## src/rtl/jk_load_counter.sv

```systemverilog
// Loadable up-counter with JK toggle-chain semantics, stepped by rising edges of
// a logical clock CLK that is sampled on MasterClock.
module jk_load_counter #(
  parameter int WIDTH = 9
) (
  input  logic             MasterClock,
  input  logic             RESETL,
  input  logic             CLK,
  input  logic             EN,
  input  logic             CLR,
  input  logic             LD,
  input  logic             RELOAD,
  input  logic [WIDTH-1:0] D,
  output logic [WIDTH-1:0] Q,
  output logic [WIDTH-1:0] QB,
  output logic             CO,
  output logic             TCP
);

  logic             clk_d;
  logic             clk_rise;
  logic [WIDTH-1:0] q;
  logic [WIDTH-1:0] tog;
  logic             tcp;
  logic             term;

  assign clk_rise = CLK & ~clk_d;
  assign term     = &q;

  // Toggle enables of the JK chain: stage i flips when EN and all lower stages are 1
  always_comb begin
    tog    = '0;
    tog[0] = EN;
    for (int unsigned i = 1; i < WIDTH; i++) begin
      tog[i] = tog[i-1] & q[i-1];
    end
  end

  always_ff @(posedge MasterClock or negedge RESETL) begin
    if (!RESETL) begin
      clk_d <= 1'b1;
      q     <= '0;
      tcp   <= 1'b0;
    end else begin
      clk_d <= CLK;
      tcp   <= 1'b0;
      if (clk_rise) begin
        if (CLR) begin
          q <= '0;
        end else if (LD) begin
          q <= D;
        end else if (EN && term) begin
          q   <= RELOAD ? D : '0;
          tcp <= 1'b1;
        end else begin
          q <= q ^ tog;
        end
      end
    end
  end

  assign Q   = q;
  assign QB  = ~q;
  assign TCP = tcp;
  assign CO  = EN & ~CLR & ~LD & term;

endmodule

```

## config.mk

```make
export PLATFORM = sky130hd
export DESIGN_NAME = jk_load_counter
export DESIGN_NICKNAME = d
export VERILOG_FILES = /design/src/rtl/jk_load_counter.sv
export SDC_FILE = /design/constraint.sdc
export NUM_CORES = 1
export LEC_CHECK = 0
export ABC_CLOCK_PERIOD_IN_PS = 3550
export BUFFER_PORTS_ARGS = -buffer_cell sky130_fd_sc_hd__buf_2
export CAP_MARGIN = 20
export CELL_PAD_IN_SITES_DETAIL_PLACEMENT = 0
export CELL_PAD_IN_SITES_GLOBAL_PLACEMENT = 2
export CORE_ASPECT_RATIO = 1.4
export CORE_MARGIN = 2
export CORE_UTILIZATION = 26
export DETAILED_ROUTE_END_ITERATION = 10
export PLACE_DENSITY_LB_ADDON = 0.1
export SYNTH_ARGS = -nofsm -noshare
export SYNTH_HDL_FRONTEND = slang
export SYNTH_SLANG_ARGS = --single-unit
export TNS_END_PERCENT = 30
```

## constraint.sdc

```tcl
create_clock -name MasterClock -period 3.55 [get_ports MasterClock]
set_clock_uncertainty 0.2 [all_clocks]
set_input_delay 0.71 -clock MasterClock [delete_from_list [all_inputs] [get_ports MasterClock]]
set_output_delay 0.71 -clock MasterClock [all_outputs]
set_load 0.05 [all_outputs]
```

==> results.txt, run 1 <==
Status - finished clean
Final #Nets - 124
Seq/Total Area, Yosys - 38.91%
Post-Route WL - 1730 µm
Post-synth EDFFs - 0
Power per Cell Area - 439.3 mW/mm²
Async S/R FF share, synth - 100.0%
Worst-case clock buffer depth - 2
Core Util, Final - 36.32%
Leakage - 0.5076 nW
Switching power - 0.1883 mW
Port bufs - 35
Int Power - 0.2290 mW
Antenna violations before repair - 0
N_diodes - 0
GR met1 Demand/Resource - 15.72%
First-pass GRT wire length - 2773 µm
Post-Synth Adder-Cell Area - 14.08%
Comb power frac - 42.2%
Nature of the critical path startpoint - primary input
RePlAce Congestion - 0.7420
Crit Path Max Fanout - 2
Final setup viols - 0
Die height - 65.86 µm
Htree depth - 1
WP buf/inv - 1
Max Cap Violations - 0
CTS buffer count - 3
Critical path class - in2reg
Number of top-level pins - 36
Final hold vios - 0
Min Tclk post-route - 2742 ps
HPWL after detailed placement - 1350 µm
Worst Path Arrival - 2700 ps
Gr usage total - 12.81%
# rows - 22
Root buf cell - clkbuf_4
Maximum vdd drop - 0.1211 mV
Post-synthesis simple-gate area fraction - 23.94%
Final period utilization - 77.23%
Full die area - 0.003173 mm²
Worst path depth - 10
Starting Density - 27.18%
Area Overhead vs Synth - 33.63%
Via count - 615
Worst skew pair latency - 260 ps
Post-Syn Area - 710.7 µm²
DRC viols - 0
Met2 usage - 19.74%
Busiest grt layer - met2
Number of global-route vias before repair - 587
Final cell count without fillers - 135
Yosys warns - 0
Worst R2R Path Depth - 9
DRT iter0 DRCs - 19
Largest net degree at the start of global routing - 14
Final ANT Viol Nets - 0
Clock sink count - 11
Power share of the sequential group - 37.3%
Core area - 0.002615 mm²
GRT overflow - 0
Worst Setup End Kind - register
Fin. max-slew vios - 0
Clock share of power - 20.5%
CTS clock-pin slew for the worst setup and hold paths - 70 ps
TritonCTS clock tree - done
Multiplexer share of the synthesized area - 0%
Top delay family on crit path - adder cells
Die X - 48.19 µm
Drt wl/cell - 12.81 µm
Hold/Removal Path Class - in2async
Required time of the worst setup path - 3500 ps
Peak Freq - 364.7 MHz
Vias per cell - 4.556
Cell with the most instances on the worst path - ha_1
CP max stage cell - a221o_1
Synth Area in XOR/XNOR - 0%
Sw Ratio - 45.12%
Worst Max-Slew Pin Slew - 531.1 ps
Distinct cells, synth - 18
First drt pass iteration count - 4
Gates resized, CTS repair - 0
Largest family of logic cells by synthesized area - simple AND/OR/NAND/NOR gates
Post-synthesis cell count - 62
Main flop type after synthesis - dfrtp_1
Setup bufs post-CTS - 0
Cts hold-fix bufs - 0
CP peak stage delay - 310 ps
Compound-gate portion of the synthesized area - 16.73%
Placed Cells - 131
Setup_tns - 0 ps
Unrepaired setup endpoints after global routing - false
Worst slew margin - 64.44%
Share of cells above drive strength 1 - 47.47%
Avg Cell Area, Syn - 11.46 µm²
Syn nets - 86
GRT met3 Usage - 2.732%
Register bit total from synthesis - 11
Cell Chain, Critical Path - buf_2 -> ha_1 -> ha_1 -> ha_1 -> ha_1 -> ha_1 -> ha_1 -> ha_1 -> ha_1 -> a221o_1
-- worst reg2reg max path, delay by kind of cell, from the launching register on --
kind	cells	cell delay, ps
AO/OA/AOI/OAI	1	310
adder cells (fa/ha/maj)	8	1580
flip-flops	1	420
-- placed cells by master (no fill, tap or decap), types with 2 or more instances in the layout --
cell type,synthesis,routed
and4_4,2,2
dfrtp_1,10,10
clkbuf_4,0,3
a221o_1,9,9
nand2_1,2,2
nor4_1,2,2
and2_2,2,2
ha_1,8,8
buf_2,0,35
and2_1,7,7
inv_1,10,10
-- cells by family after synthesis --
family          after synthesis
simple gates                 20
buf+inv                      12
compound gates               11
flops                        11
fa+ha+maj                     8
-- path summary, 6_finish.rpt --
check | from | slack [ps] | end
worst max-delay path | EN | 810 | Q[7]
worst min-delay path | RESETL | 100 | Q[7]
worst max register to register | Q[0] | 930 | Q[7]
worst min register to register | Q[8] | 440 | Q[8]
max in group asynchronous | RESETL | 2780 | clk_d
min in group MasterClock | CLK | 370 | clk_d
-- flip-flops by register name (all words and copies together), names as in the netlist --
name,count
Q,9
TCP,1
clk_d,1
-- layer usage --
metal / up-vias / wire [µm]
met2: 28 / 838
met3: 4 / 131
met1: 279 / 726
li1: 304 / -
met5: - / 0
met4: 0 / 34
-- synth_stat cells (2+ instances only) --
cell type / count / area (µm²)
nor4_1: 2 / 12.51
nand2_1: 2 / 7.510
and4_4: 2 / 22.52
inv_1: 10 / 37.54
clkbuf_1: 2 / 7.510
and2_1: 7 / 43.79
dfrtp_1: 10 / 250.2
a221o_1: 9 / 90.09
and2_2: 2 / 15.01
ha_1: 8 / 100.1
-- per-stage QoR --
step,setup slack [ps],hold WS [ps],total power [mW],instance area [µm²]
finish,808.3,103.8,0.4172,949.7
floorplan,456.0,214.4,0.2872,710.7
global route,711.8,112.3,0.4468,949.7
CTS,795.1,106.3,0.4260,949.7
global placement,516.0,405.1,0.3365,923.4
detailed placement,510.3,404.9,0.3369,923.4
-- power groups by stage --
stage / combinational, mW / clock, mW / sequential [mW]
6_report: 0.176 / 0.0856 / 0.156
5_1_grt: 0.188 / 0.0993 / 0.159
4_1_cts: 0.178 / 0.0914 / 0.156
3_5_place_dp: 0.178 / 0 / 0.159
3_3_place_gp: 0.178 / 0 / 0.158
2_1_floorplan: 0.0865 / 0 / 0.201
-- final cells by class --
cell class | instances | area, µm²
well taps | 36 | 45.04
inverters | 10 | 37.54
repair buffers | 35 | 175.2
fillers | 267 | 1665
flip-flops and latches | 11 | 276.5
multi-input cells | 39 | 389.1
clock buffers | 4 | 26.28
(Power assumes the default switching activity.)
==> inputs of run 2 (changes only) <==
- ABC_CLOCK_PERIOD_IN_PS: 3550 -> 2350
- CORE_UTILIZATION: 26 -> 23
- clock period: 3.55 -> 2.35 ns (I/O delays scaled with it)
==> run 2 against run 1 <==
Against the previous run:
- via count up 3.4%
- critical path depth is 1 higher
- clock power up 130%
- cell count is 3.7% higher
- combinational power is 63% higher
- die area rose by 12%
- sequential share of layout area is 4.5 points lower
- register-to-register slack lost 910 ps
- critical path type is now reg2reg
==> results.txt, run 2 (synthesis results as in run 1) <==
Root buf cell - clkbuf_8
Nature of the critical path startpoint - register
CTS clock-pin slew for the worst setup and hold paths - 50 ps
Largest register FFs - 9
Full die area - 0.003557 mm²
Status - finished clean
Reg area - 277.8 µm²
First-pass GRT wire length - 3236 µm
Min Tclk post-route - 2332 ps
Power per Cell Area - 639.7 mW/mm²
Post-Route WL - 1804 µm
Drt wl/cell - 12.89 µm
CTS buffer count - 3
DRC viols - 0
Required time of the worst setup path - 2270 ps
TritonCTS clock tree - done
Gr usage total - 12.30%
Final setup viols - 0
Most frequent cells in the layout - buf_2, inv_1, dfrtp_1, a221o_1, ha_4
Worst Max-Slew Pin Slew - 471.7 ps
Crit Path Max Fanout - 2
GRT overflow - 0
Via count - 636
Die height - 69.77 µm
Htree depth - 1
Worst slew margin - 68.45%
Worst-case clock buffer depth - 2
Starting Density - 24.45%
N_diodes - 0
Fin. max-slew vios - 0
Tot Pwr - 0.7212 mW
Hold/Removal Path Class - in2reg
Number of top-level pins - 36
Core area - 0.002907 mm²
Maximum vdd drop - 0.2781 mV
Antenna violations before repair - 0
Area of the multi-input gates - 510.5 µm²
Die X - 50.98 µm
Final ANT Viol Nets - 0
Fill count - 304
Core Util, Final - 38.79%
Worst skew pair latency - 240 ps
Vias per cell - 4.543
Max Cap Violations - 0
Unrepaired setup endpoints after global routing - true
Commonest non-fill, non-tap cell in the layout - buf_2
First drt pass iteration count - 4
HPWL after detailed placement - 1445 µm
Area Overhead vs Synth - 58.63%
Peak Freq - 428.8 MHz
Worst Path Arrival - 2260 ps
Worst Setup End Kind - register
Hold Worst Slack - 156.7 ps
Number of global-route vias before repair - 684
Port bufs - 35
Final period utilization - 99.24%
Clock sink count - 11
RePlAce Congestion - 0.7613
Critical path class - reg2reg
Final hold vios - 0
Leakage - 0.5250 nW
# rows - 23
Largest net degree at the start of global routing - 14
Share of cells above drive strength 1 - 60.19%
DRT iter0 DRCs - 7
Final #Nets - 128
==> run 2: changes by cell type in the layout (fill, tap and decap cells not counted), sizes merged <==
cell and change:
dlygate4sd3 +1, buf +2, clkbuf +1
==> run 2: power by group <==
part / switching (mW) / internal (mW) / leakage, nW
logic: 0.202 / 0.0832 / 0.360
clock network: 0.0745 / 0.119 / 0.0228
registers: 0.0304 / 0.211 / 0.142
==> run 2: final timing paths <==
path / from / to / slack, ps / cells after the start
hold / removal: CLK / clk_d / 160 / 1
max in group asynchronous: RESETL / clk_d / 1260 / 2
min in group asynchronous: RESETL / TCP / 420 / 2
setup / recovery: Q[0] / Q[8] / 20 / 11
setup reg to reg: Q[0] / Q[8] / 20 / 11
hold reg to reg: Q[0] / Q[0] / 450 / 2
==> run 2: stage by stage <==
stage | setup slack (ps) | TNS [ps] | cells | area, µm²
final | 17.88 | 0 | 140 | 1127
after global routing | -40.86 | -67.08 | 140 | 1127
after CTS | 2.337 | 0 | 140 | 1125
after detailed placement | -184.6 | -340.5 | 135 | 1070
after global placement | -170.0 | -305.5 | 135 | 1070
after floorplan | -132.9 | -230.3 | 62 | 833.3
==> run 2: worst max-delay path: stages, from the launching register on <==
cell,delay (ps)
dfrtp_2,420
ha_4,170
ha_4,150
ha_4,150
ha_4,150
ha_4,150
ha_4,150
ha_4,150
ha_4,150
nand2_2,50
o41ai_2,50
a221o_1,260
==> run 2: what timing repair did <==
| item | in CTS | in global routing |
|---|---|---|
| endpoints found under the hold margin | 10 | 0 |
| setup buffers | 0 | 0 |
| hold buffers | 1 | 0 |
| gates resized for setup | 0 | 1 |
| cloned | 0 | 0 |
| setup endpoints to repair | 1 | 3 |
| pin swaps | 2 | 0 |
==> run 2: cell type report <==
type	instances	area share, %
Clock buffer	4	3.996
Multi-Input combinational cell	39	45.28
Sequential cell	11	24.64
Tap cell	37	4.107
Inverter	10	3.330
Timing Repair Buffer	39	18.65
==> run 2: metal layers <==
metal	track usage (%)	vias to the layer above	share of wire, %
met4	8.108	0	3.2
met2	21.07	29	49
met5	0	-	0
li1	-	314	-
met3	2.155	5	7.5
met1	13.32	288	40
